==> src/rtl/mdu_pkg.sv <==
`default_nettype none
// ============================================================================
// Module   : mdu_pkg
// Brief    : Shared widths and enums for the multiply/divide unit.
// Revision : 1.0 - initial release
// ============================================================================
package mdu_pkg;

    localparam int XLEN_DEF = 32;
    localparam int ITER_DEF = 32;

    typedef enum logic [1:0] {
        OP_MULT  = 2'b00,
        OP_MULTU = 2'b01,
        OP_DIV   = 2'b10,
        OP_DIVU  = 2'b11
    } mdu_op_e;

    typedef enum logic [1:0] {
        IDLE = 2'b00,
        CALC = 2'b01,
        FIX  = 2'b10,
        DONE = 2'b11
    } mdu_state_e;

endpackage : mdu_pkg
`default_nettype wire

==> src/rtl/mdu_core.sv <==
`default_nettype none
// ============================================================================
// Module   : mdu_core
// Brief    : Unsigned shift-add multiply / restoring divide step datapath.
//            Divider step compiled in only when MDU_DIV_EN is defined.
// Revision : 1.0 - initial release
// ============================================================================
module mdu_core
    import mdu_pkg::*;
#(
    parameter int XLEN = XLEN_DEF
) (
    input  logic            clk,
    input  logic            reset,
    input  logic            load_i,
    input  logic            step_i,
    input  logic            div_i,
    input  logic [XLEN-1:0] sr_i,
    input  logic [XLEN-1:0] opd_i,
    output logic [XLEN-1:0] hi_o,
    output logic [XLEN-1:0] lo_o
);

    // acc holds the running upper product / partial remainder,
    // sr holds the multiplier / dividend-into-quotient shift register.
    logic [XLEN:0]   acc_q, acc_d;
    logic [XLEN-1:0] sr_q, sr_d;
    logic [XLEN-1:0] opd_q, opd_d;
    logic [XLEN:0]   add_sum;
    logic            step_en;

    assign add_sum = sr_q[0] ? (acc_q + {1'b0, opd_q}) : acc_q;

`ifdef MDU_DIV_EN
    logic [XLEN:0]   rem_shift;
    logic [XLEN+1:0] rem_diff;

    assign rem_shift = {acc_q[XLEN-1:0], sr_q[XLEN-1]};
    assign rem_diff  = {1'b0, rem_shift} - {2'b00, opd_q};
    assign step_en   = step_i;
`else
    // A divide can never reach CALC in this build; guard anyway.
    assign step_en   = step_i & ~div_i;
`endif

    always_comb begin
        acc_d = acc_q;
        sr_d  = sr_q;
        opd_d = opd_q;
        if (load_i) begin
            acc_d = '0;
            sr_d  = sr_i;
            opd_d = opd_i;
        end else if (step_en) begin
`ifdef MDU_DIV_EN
            if (div_i) begin
                if (rem_diff[XLEN+1]) begin
                    acc_d = rem_shift;
                    sr_d  = {sr_q[XLEN-2:0], 1'b0};
                end else begin
                    acc_d = rem_diff[XLEN:0];
                    sr_d  = {sr_q[XLEN-2:0], 1'b1};
                end
            end else
`endif
            begin
                {acc_d, sr_d} = {1'b0, add_sum, sr_q[XLEN-1:1]};
            end
        end
    end

    always_ff @(posedge clk) begin
        if (reset) begin
            acc_q <= '0;
            sr_q  <= '0;
            opd_q <= '0;
        end else begin
            acc_q <= acc_d;
            sr_q  <= sr_d;
            opd_q <= opd_d;
        end
    end

    assign hi_o = acc_q[XLEN-1:0];
    assign lo_o = sr_q;

endmodule : mdu_core
`default_nettype wire

==> src/rtl/mdu_ctrl.sv <==
`default_nettype none
// ============================================================================
// Module   : mdu_ctrl
// Brief    : Iterative MULT/MULTU/DIV/DIVU controller with HI/LO registers.
//            Define MDU_DIV_EN to compile in the divider.
// Revision : 1.0 - initial release
// ============================================================================
module mdu_ctrl
    import mdu_pkg::*;
#(
    parameter int XLEN = XLEN_DEF,
    parameter int ITER = ITER_DEF
) (
    input  logic            clk,
    input  logic            reset,
    input  logic            start_i,
    input  logic [1:0]      op_i,
    input  logic [XLEN-1:0] a_i,
    input  logic [XLEN-1:0] b_i,
    input  logic            hilo_rd_i,
    input  logic            flush_i,
    output logic            busy_o,
    output logic            done_o,
    output logic            err_o,
    output logic            stall_o,
    output logic [XLEN-1:0] hi_o,
    output logic [XLEN-1:0] lo_o
);

    localparam int CNT_W = $clog2(ITER + 1);
    localparam logic [CNT_W-1:0] CNT_LAST = CNT_W'(ITER - 1);

    mdu_state_e       state_q;
    mdu_op_e          op_q;
    logic             sign_a_q;
    logic             sign_b_q;
    logic [CNT_W-1:0] cnt_q;
    logic [XLEN-1:0]  hi_q;
    logic [XLEN-1:0]  lo_q;
    logic             done_q;
    logic             err_q;

    logic             signed_op;
    logic             is_div;
    logic             neg_a;
    logic             neg_b;
    logic [XLEN-1:0]  a_mag;
    logic [XLEN-1:0]  b_mag;
    logic             accept;
    logic             load;
    logic             op_q_div;
    logic [XLEN-1:0]  core_hi;
    logic [XLEN-1:0]  core_lo;
    logic [2*XLEN-1:0] prod;
    logic [XLEN-1:0]  fix_hi;
    logic [XLEN-1:0]  fix_lo;

    assign busy_o  = (state_q == CALC) || (state_q == FIX);
    assign stall_o = busy_o & (hilo_rd_i | start_i);
    assign done_o  = done_q;
    assign err_o   = err_q;
    assign hi_o    = hi_q;
    assign lo_o    = lo_q;

    assign signed_op = (op_i == OP_MULT) || (op_i == OP_DIV);
    assign is_div    = (op_i == OP_DIV) || (op_i == OP_DIVU);
    assign neg_a     = signed_op & a_i[XLEN-1];
    assign neg_b     = signed_op & b_i[XLEN-1];
    assign a_mag     = neg_a ? -a_i : a_i;
    assign b_mag     = neg_b ? -b_i : b_i;
    assign accept    = start_i & ~flush_i & ~busy_o;

`ifdef MDU_DIV_EN
    assign load = accept & (~is_div | (b_i != '0));
`else
    assign load = accept & ~is_div;
`endif

    assign op_q_div = (op_q == OP_DIV) || (op_q == OP_DIVU);

    mdu_core #(
        .XLEN (XLEN)
    ) u_core (
        .clk    (clk),
        .reset  (reset),
        .load_i (load),
        .step_i (state_q == CALC),
        .div_i  (op_q_div),
        .sr_i   (is_div ? a_mag : b_mag),
        .opd_i  (is_div ? b_mag : a_mag),
        .hi_o   (core_hi),
        .lo_o   (core_lo)
    );

    // Sign correction applied to the unsigned core result in FIX.
    always_comb begin
        prod = {core_hi, core_lo};
        if ((op_q == OP_MULT) && (sign_a_q ^ sign_b_q)) begin
            prod = -prod;
        end
        fix_hi = prod[2*XLEN-1:XLEN];
        fix_lo = prod[XLEN-1:0];
`ifdef MDU_DIV_EN
        if (op_q_div) begin
            fix_lo = ((op_q == OP_DIV) && (sign_a_q ^ sign_b_q)) ? -core_lo : core_lo;
            fix_hi = ((op_q == OP_DIV) && sign_a_q) ? -core_hi : core_hi;
        end
`endif
    end

    always_ff @(posedge clk) begin
        if (reset) begin
            state_q  <= IDLE;
            op_q     <= OP_MULT;
            sign_a_q <= 1'b0;
            sign_b_q <= 1'b0;
            cnt_q    <= '0;
            hi_q     <= '0;
            lo_q     <= '0;
            done_q   <= 1'b0;
            err_q    <= 1'b0;
        end else begin
            done_q <= 1'b0;
            err_q  <= 1'b0;
            case (state_q)
                IDLE, DONE: begin
                    if (accept) begin
                        op_q     <= mdu_op_e'(op_i);
                        sign_a_q <= neg_a;
                        sign_b_q <= neg_b;
                        cnt_q    <= '0;
                        if (load) begin
                            state_q <= CALC;
                        end else begin
                            // Divide-by-zero, or divide with the divider absent.
                            state_q <= DONE;
                            done_q  <= 1'b1;
                            err_q   <= 1'b1;
`ifdef MDU_DIV_EN
                            hi_q    <= a_i;
                            lo_q    <= '1;
`endif
                        end
                    end else begin
                        state_q <= IDLE;
                    end
                end
                CALC: begin
                    if (flush_i) begin
                        state_q <= IDLE;
                    end else if (cnt_q == CNT_LAST) begin
                        state_q <= FIX;
                    end else begin
                        cnt_q <= cnt_q + CNT_W'(1);
                    end
                end
                FIX: begin
                    if (flush_i) begin
                        state_q <= IDLE;
                    end else begin
                        hi_q    <= fix_hi;
                        lo_q    <= fix_lo;
                        done_q  <= 1'b1;
                        state_q <= DONE;
                    end
                end
            endcase
        end
    end

endmodule : mdu_ctrl
`default_nettype wire
==> config.mk <==
export PLATFORM = sky130hd
export DESIGN_NAME = mdu_ctrl
export DESIGN_NICKNAME = d
export VERILOG_FILES = /design/src/rtl/mdu_pkg.sv /design/src/rtl/mdu_core.sv /design/src/rtl/mdu_ctrl.sv
export SDC_FILE = /design/constraint.sdc
export NUM_CORES = 1
export LEC_CHECK = 0
export CAP_MARGIN = 10
export CORE_MARGIN = 2
export CORE_UTILIZATION = 40
export CTS_BUF_LIST = sky130_fd_sc_hd__clkbuf_4 sky130_fd_sc_hd__clkbuf_8 sky130_fd_sc_hd__clkbuf_16
export DETAILED_ROUTE_END_ITERATION = 10
export HOLD_SLACK_MARGIN = 0.08
export PLACE_DENSITY_LB_ADDON = 0.15
export SLEW_MARGIN = 20
export SYNTH_ARGS = -nofsm -noshare
export SYNTH_HDL_FRONTEND = slang
export SYNTH_SLANG_ARGS = --single-unit
==> constraint.sdc <==
create_clock -name clk -period 4.16 [get_ports clk]
set_clock_uncertainty 0.15 [all_clocks]
set_input_delay 1.248 -clock clk [delete_from_list [all_inputs] [get_ports clk]]
set_output_delay 1.248 -clock clk [all_outputs]
set_load 0.03 [all_outputs]
==> metrics.log <==
[metrics] minimum clock period: 3.99 ns
[metrics] clock network fraction of total power: approximately two fifths
[metrics] share of synthesized flip-flops with an asynchronous set or reset: 0%
[metrics] Clock Path Buffers: 2
[metrics] nets: roughly 1,700
[metrics] EDFF count, synth: 0
[metrics] largest area contributor in the netlist: sky130_fd_sc_hd__dfxtp_1
[metrics] highest clock rate: 251 MHz
[metrics] Area contributors post-synth: sky130_fd_sc_hd__dfxtp_1 32%, sky130_fd_sc_hd__nor2_1 6.6%, sky130_fd_sc_hd__xnor2_1 6.4%
[metrics] worst slew margin relative to its limit: a little under half
[metrics] required time reported for the critical path endpoint: 2.76 ns
[metrics] # Max-Cap Violations: 0
[metrics] setup repair after global routing missed its margin: no
[metrics] setup TNS after final layout: 0 ns
[metrics] post-detailed-routing wire length: between 30,000 and 40,000 um
[metrics] slew at the pin closest to its max-slew limit: slightly below 0.8 ns
[metrics] Via density: 5.53
[metrics] number of slew-limit violations in the final report: 0
[metrics] wire per inst: 16.6 um
[metrics] cell count after synthesis: 1,429
[metrics] vias in the first global route: 9,191
[metrics] dpl hpwl: 24,100 um
[metrics] post-synthesis average cell area: 7.72 um^2
[metrics] Warnings, synthesis: 0
[metrics] internal cell power: 0.00308 W
[metrics] final instance count without filler cells: 1,896
[metrics] power dissipated by switching net loads: 0.00133 W
[metrics] Routed Antenna Nets: 0
[metrics] first-pass iteration count of the detailed router: 5
[metrics] smallest hold slack: 0.302 ns
[metrics] reported leakage power: between 4 and 5 nW
[metrics] core footprint: between 0.02 and 0.03 mm^2
[metrics] Most used DFF post-synth: sky130_fd_sc_hd__dfxtp_1
[metrics] Buffers on Ports: 138
[metrics] Hold Path Sink: hi_o[25]
[metrics] net count after synthesis: 1,539
[metrics] worst min-delay path category: flop to flop
[metrics] sequential power share: 41.5%
[metrics] final-report setup violation count: 0
[metrics] end of the worst register-to-register path: hi_o[18]
[metrics] logic depth of the worst register-to-register path: 8
[metrics] Iteration-0 DRC Markers: around 770
[metrics] Final Hold Violating Endpoints: 0
[metrics] VDD IR-drop max: 0.258 mV
[metrics] endpoint class of the critical path: output port
[metrics] initial standard-cell utilization of the core: 40.8%
[metrics] Combinational Power Share: 20.0%
[metrics] clk root buf: sky130_fd_sc_hd__clkbuf_16
[metrics] worst hold start: hi_o[25]
[metrics] register-to-register setup slack: ~0.80 ns
[metrics] result of the run: finished, final reports clean
[metrics] post-CTS repair timing setup buffer count: 0
[metrics] number of cells after detailed placement: ~1,900
[metrics] Synth Register Bits: 174
[metrics] Remaining DRCs: 0
[metrics] initial antenna violation count: 0
[metrics] largest fanout on the critical path: 4
[metrics] die height: 170 um
[metrics] Final Core Density: 49.9%
[metrics] CTS Sinks: 174
[metrics] via count: 10,500
[metrics] area of the die: 0.0289 mm^2
[metrics] global-route usage over all layers: 21.4%
[metrics] global-route wire length before repair: 49,800 um
[metrics] sequential area share after synthesis: 31.6%
[metrics] RR Startpoint: u_core.lo_o[6]
[metrics] number of library cell types mapped by synthesis: 68
[metrics] last weighted congestion value of the routability-driven placer: between 0.9 and 1
[metrics] power density over cell area: between 300 and 400 mW/mm^2
[metrics] pin count of the biggest net entering global routing: 83
[metrics] clock transition time at the flip-flop clock pins of the worst setup and hold paths: 0.07 ns
[metrics] switching share of total power: 30.2%
[metrics] WHS Path Cells: 2
[metrics] TritonCTS clock tree: built
[metrics] area growth from synthesis to layout: 22.2%
[metrics] proportion of netlist area held by the largest area contributor: between 30% and 40%
[metrics] remaining global-route overflow: 0
[metrics] Placement Rows: 60
[metrics] worst setup path class: primary input to output port
[metrics] final antenna diode count: 0
[metrics] Period Utilization, post-route: a little over nine tenths
[metrics] Critical Path Source Type: primary input
[metrics] crit path DAT: ~2.6 ns
[metrics] cell area after technology mapping: around 0.011 mm^2
[metrics] number of H-tree levels: 4
[metrics] post-cts sizing count: 0
[metrics] proportion of layout cells with a drive suffix above 1: under 10%
[metrics] Clock Latency Late Sink: between 0.4 and 0.5 ns
[metrics] io pins: roughly 140
[metrics] number of buffers inserted during clock tree synthesis: 17
[metrics] horizontal die dimension: 170 um
[metrics] hold-fix buffer count after cts: 0
==> sequential cells by signal (all words and copies together) (netlist names), 2 cells and up <==
register      cells
u_core.opd_q     32
hi_o             32
u_core.acc_q     32
cnt_q             6
op_q              2
u_core.lo_o      32
lo_o             32
state_q           2
==> worst max path at each step <==
stage,startpoint,endpoint,slack (ns),cells after the start
after floorplan,b_i[4],u_core.lo_o[25],0.35,8
after global placement,b_i[4],u_core.lo_o[25],-0.14,9
after global routing,start_i,stall_o,0.13,4
final,start_i,stall_o,0.17,4
after detailed placement,b_i[4],u_core.lo_o[25],-0.14,9
after CTS,start_i,stall_o,0.17,4
==> power groups by stage <==
stage	logic (W)	clock network [W]	registers [W]
global placement	0.000873	0	0.00186
global route	0.000976	0.00179	0.00184
finish	0.000883	0.00170	0.00183
detailed placement	0.000880	0	0.00187
floorplan	0.000547	0	0.00187
CTS	0.000882	0.00173	0.00183
==> synth_stat cells, types with 5 or more instances <==
master	count
sky130_fd_sc_hd__nor2_1	194
sky130_fd_sc_hd__dfxtp_1	174
sky130_fd_sc_hd__nand2_1	161
sky130_fd_sc_hd__a21oi_1	109
sky130_fd_sc_hd__a211oi_1	85
sky130_fd_sc_hd__clkbuf_1	85
sky130_fd_sc_hd__xnor2_1	81
sky130_fd_sc_hd__o21ai_0	72
sky130_fd_sc_hd__xor2_1	62
sky130_fd_sc_hd__nor3_1	40
sky130_fd_sc_hd__ha_1	38
sky130_fd_sc_hd__a311oi_1	32
sky130_fd_sc_hd__inv_1	27
sky130_fd_sc_hd__mux2i_1	20
sky130_fd_sc_hd__o31ai_1	19
sky130_fd_sc_hd__or3_1	18
sky130_fd_sc_hd__nand4_1	14
sky130_fd_sc_hd__nor4_1	14
sky130_fd_sc_hd__or4_1	14
sky130_fd_sc_hd__o41ai_1	13
sky130_fd_sc_hd__a21o_1	12
sky130_fd_sc_hd__a31oi_1	11
sky130_fd_sc_hd__and3_1	11
sky130_fd_sc_hd__o22ai_1	10
sky130_fd_sc_hd__nor2b_1	8
sky130_fd_sc_hd__nand2b_1	7
sky130_fd_sc_hd__nand3_1	7
sky130_fd_sc_hd__o211ai_1	7
sky130_fd_sc_hd__buf_1	5
sky130_fd_sc_hd__o21bai_1	5
sky130_fd_sc_hd__o31a_1	5
==> layout by cell type (no fill, tap or decap), types with 19 or more instances in the layout <==
master,n
sky130_fd_sc_hd__a211oi_1,85
sky130_fd_sc_hd__nor3_1,39
sky130_fd_sc_hd__xnor2_1,81
sky130_fd_sc_hd__nand2_1,161
sky130_fd_sc_hd__o31ai_1,19
sky130_fd_sc_hd__ha_1,38
sky130_fd_sc_hd__a21oi_1,109
sky130_fd_sc_hd__xor2_1,62
sky130_fd_sc_hd__inv_1,27
sky130_fd_sc_hd__clkdlybuf4s50_1,137
sky130_fd_sc_hd__a311oi_1,32
sky130_fd_sc_hd__buf_4,53
sky130_fd_sc_hd__mux2i_1,20
sky130_fd_sc_hd__nor2_1,194
sky130_fd_sc_hd__o21ai_0,72
sky130_fd_sc_hd__dfxtp_1,174
==> stage by stage <==
stage               worst slack (ns)  total power [W]  instance area [um^2]
floorplan                      0.348          0.00241                 11000
global placement              -0.144          0.00274                 12900
detailed placement            -0.144          0.00275                 12900
CTS                            0.167          0.00444                 13500
global route                   0.134          0.00461                 13500
finish                         0.175          0.00441                 13500
==> cell families after synthesis <==
kind of cell / after synthesis / share of synthesized area (%)
and+or+nand+nor: 518 / 21.5
AOI/OAI and AO/OA: 410 / 24.5
DFF: 174 / 31.6
xor gates and xnor gates: 143 / 11.4
buffers and inverters: 124 / 4.65
adders and majority gates: 39 / 4.49
muxes: 21 / 1.92
==> final cells by class <==
cell class,count,area [um^2]
clock inverters,13,174
flip-flops and latches,174,3480
inverters,27,101
multi-input cells,1131,7060
clock buffers,19,440
fillers,2675,13600
repair buffers,191,1790
well taps,341,427
==> critical path: stages <==
cell                              delay (ns)
sky130_fd_sc_hd__clkdlybuf4s50_1        0.53
sky130_fd_sc_hd__nor2_1                 0.06
sky130_fd_sc_hd__nor2_1                 0.08
sky130_fd_sc_hd__clkdlybuf4s50_1        0.67
==> routing by layer <==
layer	vias up	routed length, um	track usage (%)
met4	0	330	4.46
met1	4724	16700	34.3
met3	26	2250	4.09
met2	325	12200	29.0
li1	5409	-	-
met5	-	0	0
(Power assumes the default switching activity.)
